===== src/rtl/estagio_busca.sv =====
// Instruction fetch stage: a single-outstanding-request fetch FSM feeding a
// 2-entry prefetch FIFO whose head is presented to control.
module estagio_busca (
  input  logic        clk,
  input  logic        rst_n,
  output logic        mem_req,
  output logic [11:0] mem_addr,
  input  logic        mem_ack,
  input  logic [15:0] mem_rdata,
  input  logic        esc_cp,
  input  logic        desvio,
  input  logic [11:0] desvio_alvo,
  output logic [15:0] inst,
  output logic [11:0] pc,
  output logic        inst_valida
);

  typedef enum logic [1:0] {OCIOSO, PEDINDO, DESCARTE} estado_t;

  typedef struct packed {
    logic [11:0] pc;
    logic [15:0] inst;
  } entrada_t;

  estado_t     estado, estado_nx;
  logic [11:0] pc_busca, pc_busca_nx;
  logic [11:0] alvo, alvo_nx;
  entrada_t    fila [2];
  logic [1:0]  cnt, cnt_nx;
  logic        pop, enq, wr_idx;

  // fila[0] is always the head; a pop shifts entry 1 down.
  assign inst_valida = (cnt != 2'd0);
  assign inst        = inst_valida ? fila[0].inst : 16'h0000;
  assign pc          = inst_valida ? fila[0].pc   : 12'h000;
  assign mem_addr    = pc_busca;

  // A redirect wins over both pop and enqueue.
  assign pop    = esc_cp & inst_valida & ~desvio;
  assign enq    = (estado == PEDINDO) & mem_ack & ~desvio;
  assign wr_idx = cnt[1] | (cnt[0] & ~pop);
  assign cnt_nx = desvio ? 2'd0 : cnt + 2'(enq) - 2'(pop);

  always_comb begin
    estado_nx   = estado;
    pc_busca_nx = pc_busca;
    alvo_nx     = alvo;
    mem_req     = 1'b0;
    case (estado)
      OCIOSO: begin
        if (desvio) begin
          estado_nx   = PEDINDO;
          pc_busca_nx = desvio_alvo;
        end else if (cnt_nx != 2'd2) begin
          estado_nx = PEDINDO;
        end
      end
      PEDINDO: begin
        mem_req = 1'b1;
        if (desvio) begin
          if (mem_ack) begin
            pc_busca_nx = desvio_alvo;
          end else begin
            // pc_busca keeps the in-flight address so mem_addr stays stable
            estado_nx = DESCARTE;
            alvo_nx   = desvio_alvo;
          end
        end else if (mem_ack) begin
          pc_busca_nx = pc_busca + 12'd1;
          if (cnt_nx == 2'd2) estado_nx = OCIOSO;
        end
      end
      DESCARTE: begin
        mem_req = 1'b1;
        if (mem_ack) begin
          estado_nx   = PEDINDO;
          pc_busca_nx = desvio ? desvio_alvo : alvo;
        end else if (desvio) begin
          alvo_nx = desvio_alvo;
        end
      end
      default: estado_nx = OCIOSO;
    endcase
  end

  always_ff @(posedge clk or negedge rst_n) begin
    if (!rst_n) begin
      estado   <= OCIOSO;
      pc_busca <= 12'h000;
      alvo     <= 12'h000;
    end else begin
      estado   <= estado_nx;
      pc_busca <= pc_busca_nx;
      alvo     <= alvo_nx;
    end
  end

  always_ff @(posedge clk or negedge rst_n) begin
    if (!rst_n) begin
      cnt     <= 2'd0;
      fila[0] <= '0;
      fila[1] <= '0;
    end else begin
      cnt <= cnt_nx;
      if (pop) fila[0] <= fila[1];
      // on pop+enqueue into slot 0 this later write wins
      if (enq) fila[wr_idx] <= '{pc: pc_busca, inst: mem_rdata};
    end
  end

endmodule


===== config.mk =====
export PLATFORM = sky130hd
export DESIGN_NAME = estagio_busca
export DESIGN_NICKNAME = d
export VERILOG_FILES = /design/src/rtl/estagio_busca.sv
export SDC_FILE = /design/constraint.sdc
export NUM_CORES = 1
export LEC_CHECK = 0
export BUFFER_PORTS_ARGS = -buffer_cell sky130_fd_sc_hd__clkbuf_2
export CORE_MARGIN = 1
export CORE_UTILIZATION = 51
export CTS_BUF_LIST = sky130_fd_sc_hd__clkbuf_8 sky130_fd_sc_hd__clkbuf_16
export CTS_CLUSTER_SIZE = 40
export DETAILED_ROUTE_END_ITERATION = 7
export PLACE_DENSITY = 0.76
export SETUP_SLACK_MARGIN = 0.1
export SLEW_MARGIN = 20
export SYNTH_ARGS = -nofsm -noshare
export SYNTH_HDL_FRONTEND = slang
export SYNTH_SLANG_ARGS = --single-unit

===== constraint.sdc =====
create_clock -name clk -period 2.2 [get_ports clk]
set_clock_uncertainty 0.1 [all_clocks]
set_input_delay 0.22 -clock clk [delete_from_list [all_inputs] [get_ports clk]]
set_output_delay 0.22 -clock clk [all_outputs]
set_load 0.02 [all_outputs]

# Word-level counts from Yosys, hierarchy flattened
# Index checks and enable logic that the tools add are counted.
[classes] order_cmp=2 muxes=28 eq_ne=14 reduce_logical=9 bitwise=9 addsub=3
[op_table] op="12-bit 2-to-1 mux" count=10
[op_table] op="56-bit bitwise mux" count=1
[op_table] op="28-bit 2-to-1 mux" count=2
[op_table] op="56-bit 2-to-1 mux" count=1
[op_table] op="12-bit one-hot mux with 3 select lines" count=1
[op_table] op="28-bit demux with 1-bit select" count=1
[op_table] op="12-bit one-hot mux with 2 select lines" count=1
[op_table] op="16-bit 2-to-1 mux" count=1
[op_table] op="2-bit 2-to-1 mux" count=8
[op_table] op="2-bit inequality test, second input constant" count=7
[op_table] op="12-bit by 1-bit adder with 12-bit output, second input constant" count=1
[op_table] op="3-bit inequality test, second input constant" count=3
[op_table] op="4-bit AND reduction" count=2
[op_table] op="2-bit one-hot mux with 3 select lines" count=1
[op_table] op="1-bit bitwise AND" count=5
[op_table] op="5-bit AND reduction" count=1
[op_table] op="2-bit equality test, second input constant" count=2
[op_table] op="2-bit nonzero test" count=2
[op_table] op="3-bit by 2-bit inequality test with 1-bit output, second input constant" count=1
[op_table] op="3-bit nonzero test" count=1
[op_table] op="2-bit by 1-bit adder with 2-bit output" count=1
[op_table] op="2-bit by 1-bit equality test with 1-bit output, second input constant" count=1
[op_table] op="2-bit >= comparator, second input constant" count=1
[op_table] op="2-bit zero test" count=1
[op_table] op="8 further kinds" count=9
[totals] out_inout_bits=42 input_bits=33 register_bits=84 elab_cells=73

# Longest topological paths before layout
# Gate-level depths: netlist (run 1).
[logic_depth] ltp_word=13 ltp_mapped=12 depth_no_buf=11

# Worst setup path after synthesis (run 1)
# No wires, ideal clock.
[synth_timing] path_type="reg2reg" from="register estado[1]" to="register estado[0]" required_time_ns=2.021 path_buffers=1 slack_ns=-0.251 arrival_ns=2.272 period_less_slack_ns=2.451 setup_time_ns=0.079 stages_incl_launch_ff=13 path_cell_list="dfrtp_1 -> inv_1 -> ha_1 -> buf_4 -> nand2_1 -> xnor2_1 -> nor2_1 -> ha_1 -> xor2_1 -> nor2b_1 -> mux2i_1 -> mux2i_1 -> mux2i_1"
[synth_via] elab_chain_cells=9 elab_cells_between_ends=17 cone_classes="add/sub (2); eq/ne (9); mux (2); bitwise (2); reduce/logical (2)"
[synth_rtl] element="start: declaration" line="25" source="estado_t estado, estado_nx;"
[synth_rtl] element="start signal: assignment" line="92" source="estado <= estado_nx;"
[synth_rtl] element="2-bit by 1-bit equality test with 1-bit output" line="40, 49"
[synth_rtl] element="1-bit bitwise AND (2 in a row)" line="40" source="assign enq = (estado == PEDINDO) & mem_ack & ~desvio;"
[synth_rtl] element="2-bit by 1-bit adder with 2-bit output" line="42" source="assign cnt_nx = desvio ? 2'd0 : cnt + 2'(enq) - 2'(pop);"
[synth_rtl] element="2-bit by 1-bit subtractor with 2-bit output" line="42"
[synth_rtl] element="2-bit 2-to-1 mux" line="42"
[synth_rtl] element="2-bit inequality test or 2-bit equality test (tied branches)" line="54, 70"
[synth_rtl] element="3-bit inequality test (no line) or 3-bit by 2-bit inequality test with 1-bit output (tied branches)"
[synth_rtl] element="5-bit AND reduction (no line)"
# Several ways; a longest one is shown, not always the timed one.
# A chain may end at the register's enable or synchronous reset.

# Worst setup path in the final report (run 1)
[layout_timing] from="register estado[1]" to="register estado[1]"
# The elaborated chain is that of the path after synthesis.

==> impl_metrics.yaml, run 1 <==
status:
  status: "complete, but fails checks"
  violations: "negative setup slack"
floorplan:
  die_area_um2: 8950
  initial_core_util: 0.530
  die_w_um: 94.6
  coreArea_um2: 8260
  die_height_um: 94.6
  row_count: 33
  ios: 75
worst_setup_path:
  cp_max_fo: 3
  startpoint_type: "flip-flop"
  crit_family: "multiplexers"
  ff2ff_path_depth: 11
  required_ps: 2390
  crit_arrival_ps: 2450
  reg2reg_slack_ps: -70
  r2r-end: "estado[1]"
  cpPeakStageDelay_ps: 400
  rr_startpoint: "estado[1]"
  slowest_stage: "dfrtp_1"
  path_buf_inv: 1
  cp_cell_sequence: "inv_2 > ha_4 > nand2_4 > xnor2_2 > nor2_2 > ha_2 > xor2_2 > nor2_1 > mux2i_1 > mux2i_1 > mux2i_1"
  crit_top_cell: "mux2i_1"
  crit_cells: 11
  cp-end-kind: "flip-flop"
  path_class: "reg2reg"
timing:
  finalCriticalPeriod_ps: 2270
  setup_viol: 3
  tns_ps: -169
  max_slew_margin: 0.677
  fin_ws_ps: -68.0
  rsz0062_at_grt: "yes"
  max_freq_mhz: 441
  finalCritPeriodShare: 1.03
  finalHoldViolCount: 0
  worst_pin_slew_ps: 484
  finalMaxSlewViolations: 0
yosys:
  synthArstFlopShare: 1.00
  synthMostInstantiatedCell: "dfrtp_1"
  synth_top_family_by_area: "multiplexers"
  synth_edf_count: 0
  synth.distinct_cells: 44
  synth_compound_area_frac: 0.111
  synth_area_leader_cell: "dfrtp_1"
  synthXorXnorAreaFrac: 0.0120
  syn_avg_cell_area_um2: 10.9
  syn_inst: 400
  yosys-top-cells-area: "dfrtp_1 (48%), mux2_4 (8.2%), mux2i_1 (7.3%), o21ai_0 (4.9%), nor2b_1 (4.7%)"
  synth_top_area_share: 0.480
  ys_warn_count: 0
  syn-num-nets: 439
  synth_ff_type: "dfrtp_1"
  synthesis.area_um2: 4380
  yosys_register_bits: 84
  synth-simple-area-share: 0.144
  ys_seq_area_frac: 0.480
  synth_fa_ha_area_frac: 0.0172
  netlist_top_cells_count: "dfrtp_1 (84), nand2_1 (49), o21ai_0 (43)"
  synth_mux_area_frac: 0.189
final_layout:
  insertedDiodeCount: 0
  layout-drive-gt1-share: 0.341
  areaGrowthSynthToFinish_pct: 21.6
  fill_cells: 700
  multi_input_area_um2: 2150
  finalNetCount: 535
  regArea_um2: 2100
global_routing:
  grt_use_met3: 0.0427
  grt_max_degree: 57
  grt_pass1_vias: 3174
  groute.usage.overall: 0.227
  busiest_layer: "met2"
  overflow: 0
  grt_util_met1: 0.326
  grt_pass1_wl_um: 15600
  antenna_found_initial: 0
  use_met2: 0.346
clock_tree:
  cts_buffer_depth: 2
  clk_pin_slew_ps: 100
  tritoncts: "yes"
  clock-root-buffer: "clkbuf_8"
  cts_buffers: 9
  cts.htree.levels: 3
  cts.sinks: 84
  clkLatencyLatePin_ps: 360
worst_hold_path:
  hold_class: "in2reg"
  min_to: "fila[43]"
  min_from: "mem_rdata[15]"
  whs_path_depth: 3
placed_design:
  routabilityCongestion: 0.843
  io_buffers: 74
  dpl.hpwl_um: 6250
detailed_routing:
  wirelength_um: 9350
  via_per_inst: 5.38
  post_drt_wl_per_cell_um: 15.4
  drcViolationCount: 0
  via_count: 3262
  postRouteAntennaNets: 0
  drt_iter0_markers: 212
  firstDrtPassIters: 6
pwr:
  leakagePower_nw: 2.47
  p_total_mw: 7.01
  p_per_area_nw_per_um2: 1320
  peakVddDrop_mv: 0.770
run:
  drv_cap: 0
-- cell families (layout without fill, tap and decap cells) --
logic type,count (synthesis),in the layout
compound gates,79,79
xor+xnor,6,6
fa+ha+maj,6,6
buf+inv,33,134
flops,84,84
mux,69,69
simple gates,123,123
-- metal layers --
layer | share of wire | vias up
met3 | 0.063 | 9
met1 | 0.47 | 1541
li1 | - | 1597
met2 | 0.46 | 115
met4 | 0.011 | 0
met5 | 0 | -
-- what timing repair did --
action / CTS / global route
endpoints found under the hold margin: 53 / 0
setup buffers: 2 / 1
pin swaps: 2 / 1
hold buffers: 14 / 0
resized for setup: 5 / 3
endpoints found under the setup margin: 33 / 38
-- power breakdown --
group	switching [mW]	leakage, nW	internal, mW	total (mW)
sequential	0.494	1.08	2.22	2.72
clock	0.614	0.0886	0.428	1.04
combinational	1.69	1.30	1.56	3.25
-- through the flow --
| stage | area [um2] | util | hold slack (ps) | setup WS (ps) | instances |
|---|---|---|---|---|---|
| 4_1_cts | 5310 | 0.642 | 0.205 | -85.3 | 605 |
| 3_3_place_gp | 4940 | 0.598 | 92.0 | 21.0 | 573 |
| 2_1_floorplan | 4410 | - | -176 | -60.7 | 400 |
| 5_1_grt | 5320 | 0.644 | 0.00994 | -251 | 606 |
| 6_report | 5320 | 0.644 | 0.200 | -68.0 | 606 |
| 3_5_place_dp | 4940 | 0.598 | 95.8 | -72.2 | 573 |
-- final cells by class --
type	instances	share of cell area
clock buffers	9	0.0233
well taps	105	0.0247
inverters	8	0.00564
multi-input cells	283	0.404
repair buffers	110	0.137
flip-flops and latches	84	0.395
clock inverters	7	0.0108
-- how the worst max path moves through the flow --
| stage | from | end |
|---|---|---|
| final | estado[1] | estado[1] |
| after global routing | estado[1] | estado[1] |
| after CTS | estado[1] | estado[1] |
| after detailed placement | estado[1] | estado[1] |
| after global placement | estado[0] | mem_addr[9] |
| after floorplan | estado[1] | estado[0] |
-- placed cells by master, fill, tap and decap left out, types with 3 or more instances in the layout --
| cell type | instances |
|---|---|
| mux2_2 | 13 |
| clkbuf_2 | 73 |
| a21oi_1 | 8 |
| nand2_1 | 47 |
| o221ai_1 | 3 |
| a221oi_1 | 3 |
| o21ai_0 | 42 |
| clkbuf_8 | 9 |
| nor2b_1 | 32 |
| ha_1 | 3 |
| buf_12 | 4 |
| mux2i_1 | 32 |
| inv_6 | 3 |
| dfrtp_1 | 84 |
| inv_1 | 7 |
| a22oi_1 | 9 |
| nand3_1 | 7 |
| nor2_1 | 13 |
| dlygate4sd3_1 | 14 |
| buf_4 | 19 |
| nor3_1 | 4 |
| mux2_4 | 24 |
-- worst min-delay path: cells and delay by family --
kind | cells | cell delay, ps
AND/OR/NAND/NOR | 1 | 40
AO/OA/AOI/OAI | 1 | 70
buffers and inverters | 1 | 90
Note: power is estimated with default switching activity, not from simulation.
==> inputs of run 2 (changes only) <==
CORE_ASPECT_RATIO = 2   (was not set)
REMOVE_ABC_BUFFERS = 1   (was not set)
==> impl_metrics.yaml, run 2 (synthesis results as in run 1) <==
status:
  status: "complete, but fails checks"
  violations: "negative setup slack"
worst_setup_path:
  cp-end-kind: "flip-flop"
  crit_start: "estado[1]"
  path_class: "reg2reg"
  required_ps: 2340
  crit_arrival_ps: 2540
  rr_startpoint: "estado[1]"
  crit_family: "multiplexers"
  cp_cell_sequence: "inv_2 > ha_4 > nand2_4 > xnor2_2 > nor2_1 > ha_2 > xor2_2 > nor2_1 > mux2i_1 > mux2i_2 > mux2i_1"
  cp_max_fo: 3
  startpoint_type: "flip-flop"
  path_buf_inv: 1
  cpPeakStageDelay_ps: 410
  slowest_stage: "dfrtp_1"
floorplan:
  die_area_um2: 8980
  ios: 75
  initial_core_util: 0.528
  die_w_um: 67.5
  die_height_um: 133
  row_count: 47
  coreArea_um2: 8290
detailed_routing:
  firstDrtPassIters: 5
  via_count: 3454
  post_drt_wl_per_cell_um: 17.5
  via_per_inst: 5.72
  drt_iter0_markers: 233
  wirelength_um: 10500
  postRouteAntennaNets: 0
  drcViolationCount: 0
final_layout:
  finalInstanceArea_um2: 5630
  most-common-layout-cells: "dfrtp_1 (84), clkbuf_2 (73), nand2_1 (47), o21ai_0 (43), nor2b_1 (32)"
  fin_cells: 604
  insertedDiodeCount: 0
  areaGrowthSynthToFinish_pct: 28.7
  finalNetCount: 540
  final_common_cell: "dfrtp_1"
  layout-drive-gt1-share: 0.383
timing:
  finalHoldViolCount: 0
  finalMaxSlewViolations: 0
  fin_ws_ps: -200
  setup_viol: 3
  finalCritPeriodShare: 1.09
  tns_ps: -449
  worst_pin_slew_ps: 554
  max_freq_mhz: 417
  rsz0062_at_grt: "yes"
  max_slew_margin: 0.631
  finalCriticalPeriod_ps: 2400
placed_design:
  dpl_cell_area_um2: 4950
  post-place-ws_ps: -157
  placed_cells_incl_taps: 573
  io_buffers: 74
  dpl.hpwl_um: 6790
  routabilityCongestion: 0.877
clock_tree:
  cts.htree.levels: 3
  clock-root-buffer: "clkbuf_16"
  tritoncts: "yes"
  clkLatencyLatePin_ps: 340
  cts_buffer_depth: 2
  clk_pin_slew_ps: 60
  cts_buffers: 9
  cts.sinks: 84
pwr:
  peakVddDrop_mv: 0.897
  p_total_mw: 8.32
  leakagePower_nw: 2.62
  p_per_area_nw_per_um2: 1480
global_routing:
  antenna_found_initial: 0
  grt_pass1_vias: 3411
  groute.usage.overall: 0.247
  overflow: 0
  grt_max_degree: 57
  grt_pass1_wl_um: 16700
worst_hold_path:
  hold_class: "in2reg"
  min_from: "mem_rdata[15]"
run:
  drv_cap: 0
-- run 2: changes by cell type in the layout (fill, tap and decap cells not counted), sizes merged --
cell,change
inv,-4
bufinv,+4
clkbuf,+2
dlygate4sd3,-12
buf,+15
-- run 2: final timing paths --
path | end | cells after the start | slack [ps]
max in group asynchronous | fila[45] | 3 | 1060
worst max register to register | estado[0] | 11 | -200
min in group asynchronous | fila[42] | 2 | 320
worst min register to register | flip-flop | 2 | 390
worst min-delay path | fila[43] | 3 | 2
worst max-delay path | estado[0] | 11 | -200
-- run 2: power breakdown --
group | internal (mW) | switching (mW) | total, mW
logic | 1.84 | 1.92 | 3.76
clock network | 1.22 | 0.630 | 1.85
registers | 2.23 | 0.473 | 2.70
-- run 2: repair_timing --
action	in CTS	in global routing
pin swaps	2	1
endpoints found under the setup margin	29	60
endpoints found under the hold margin	44	0
hold buffers	2	0
gates resized for setup	23	10
cloned	1	2
setup buffers	3	7
-- run 2: layout make-up --
class	count	area, um2
fillers	602	2660
multi-input cells	283	2200
flip-flops and latches	84	2100
repair buffers	115	811
clock buffers	9	225
clock inverters	7	140
well taps	98	123
inverters	8	33.8
-- run 2: per-layer routing --
layer,routed length [um],global-route usage,vias to the layer above
li1,-,-,1600
met1,3990,0.298,1682
met2,5670,0.408,137
met3,494,0.0448,35
met4,384,0.123,0
met5,0,0,-
-- run 2: worst register-to-register path, delay by kind of cell (launching register included) --
family        cells  cell delay, ps
xor+xnor          2             300
fa+ha+maj         2             370
buf+inv           1             100
flops             1             410
mux               3             770
simple gates      3             250
-- run 2: through the flow --
stage | util | hold WS (ps)
after CTS | 0.661 | 0.574
after detailed placement | 0.597 | 148
after global placement | 0.597 | 141
after floorplan | - | -176
final | 0.679 | 2.11
after global routing | 0.679 | 22.2
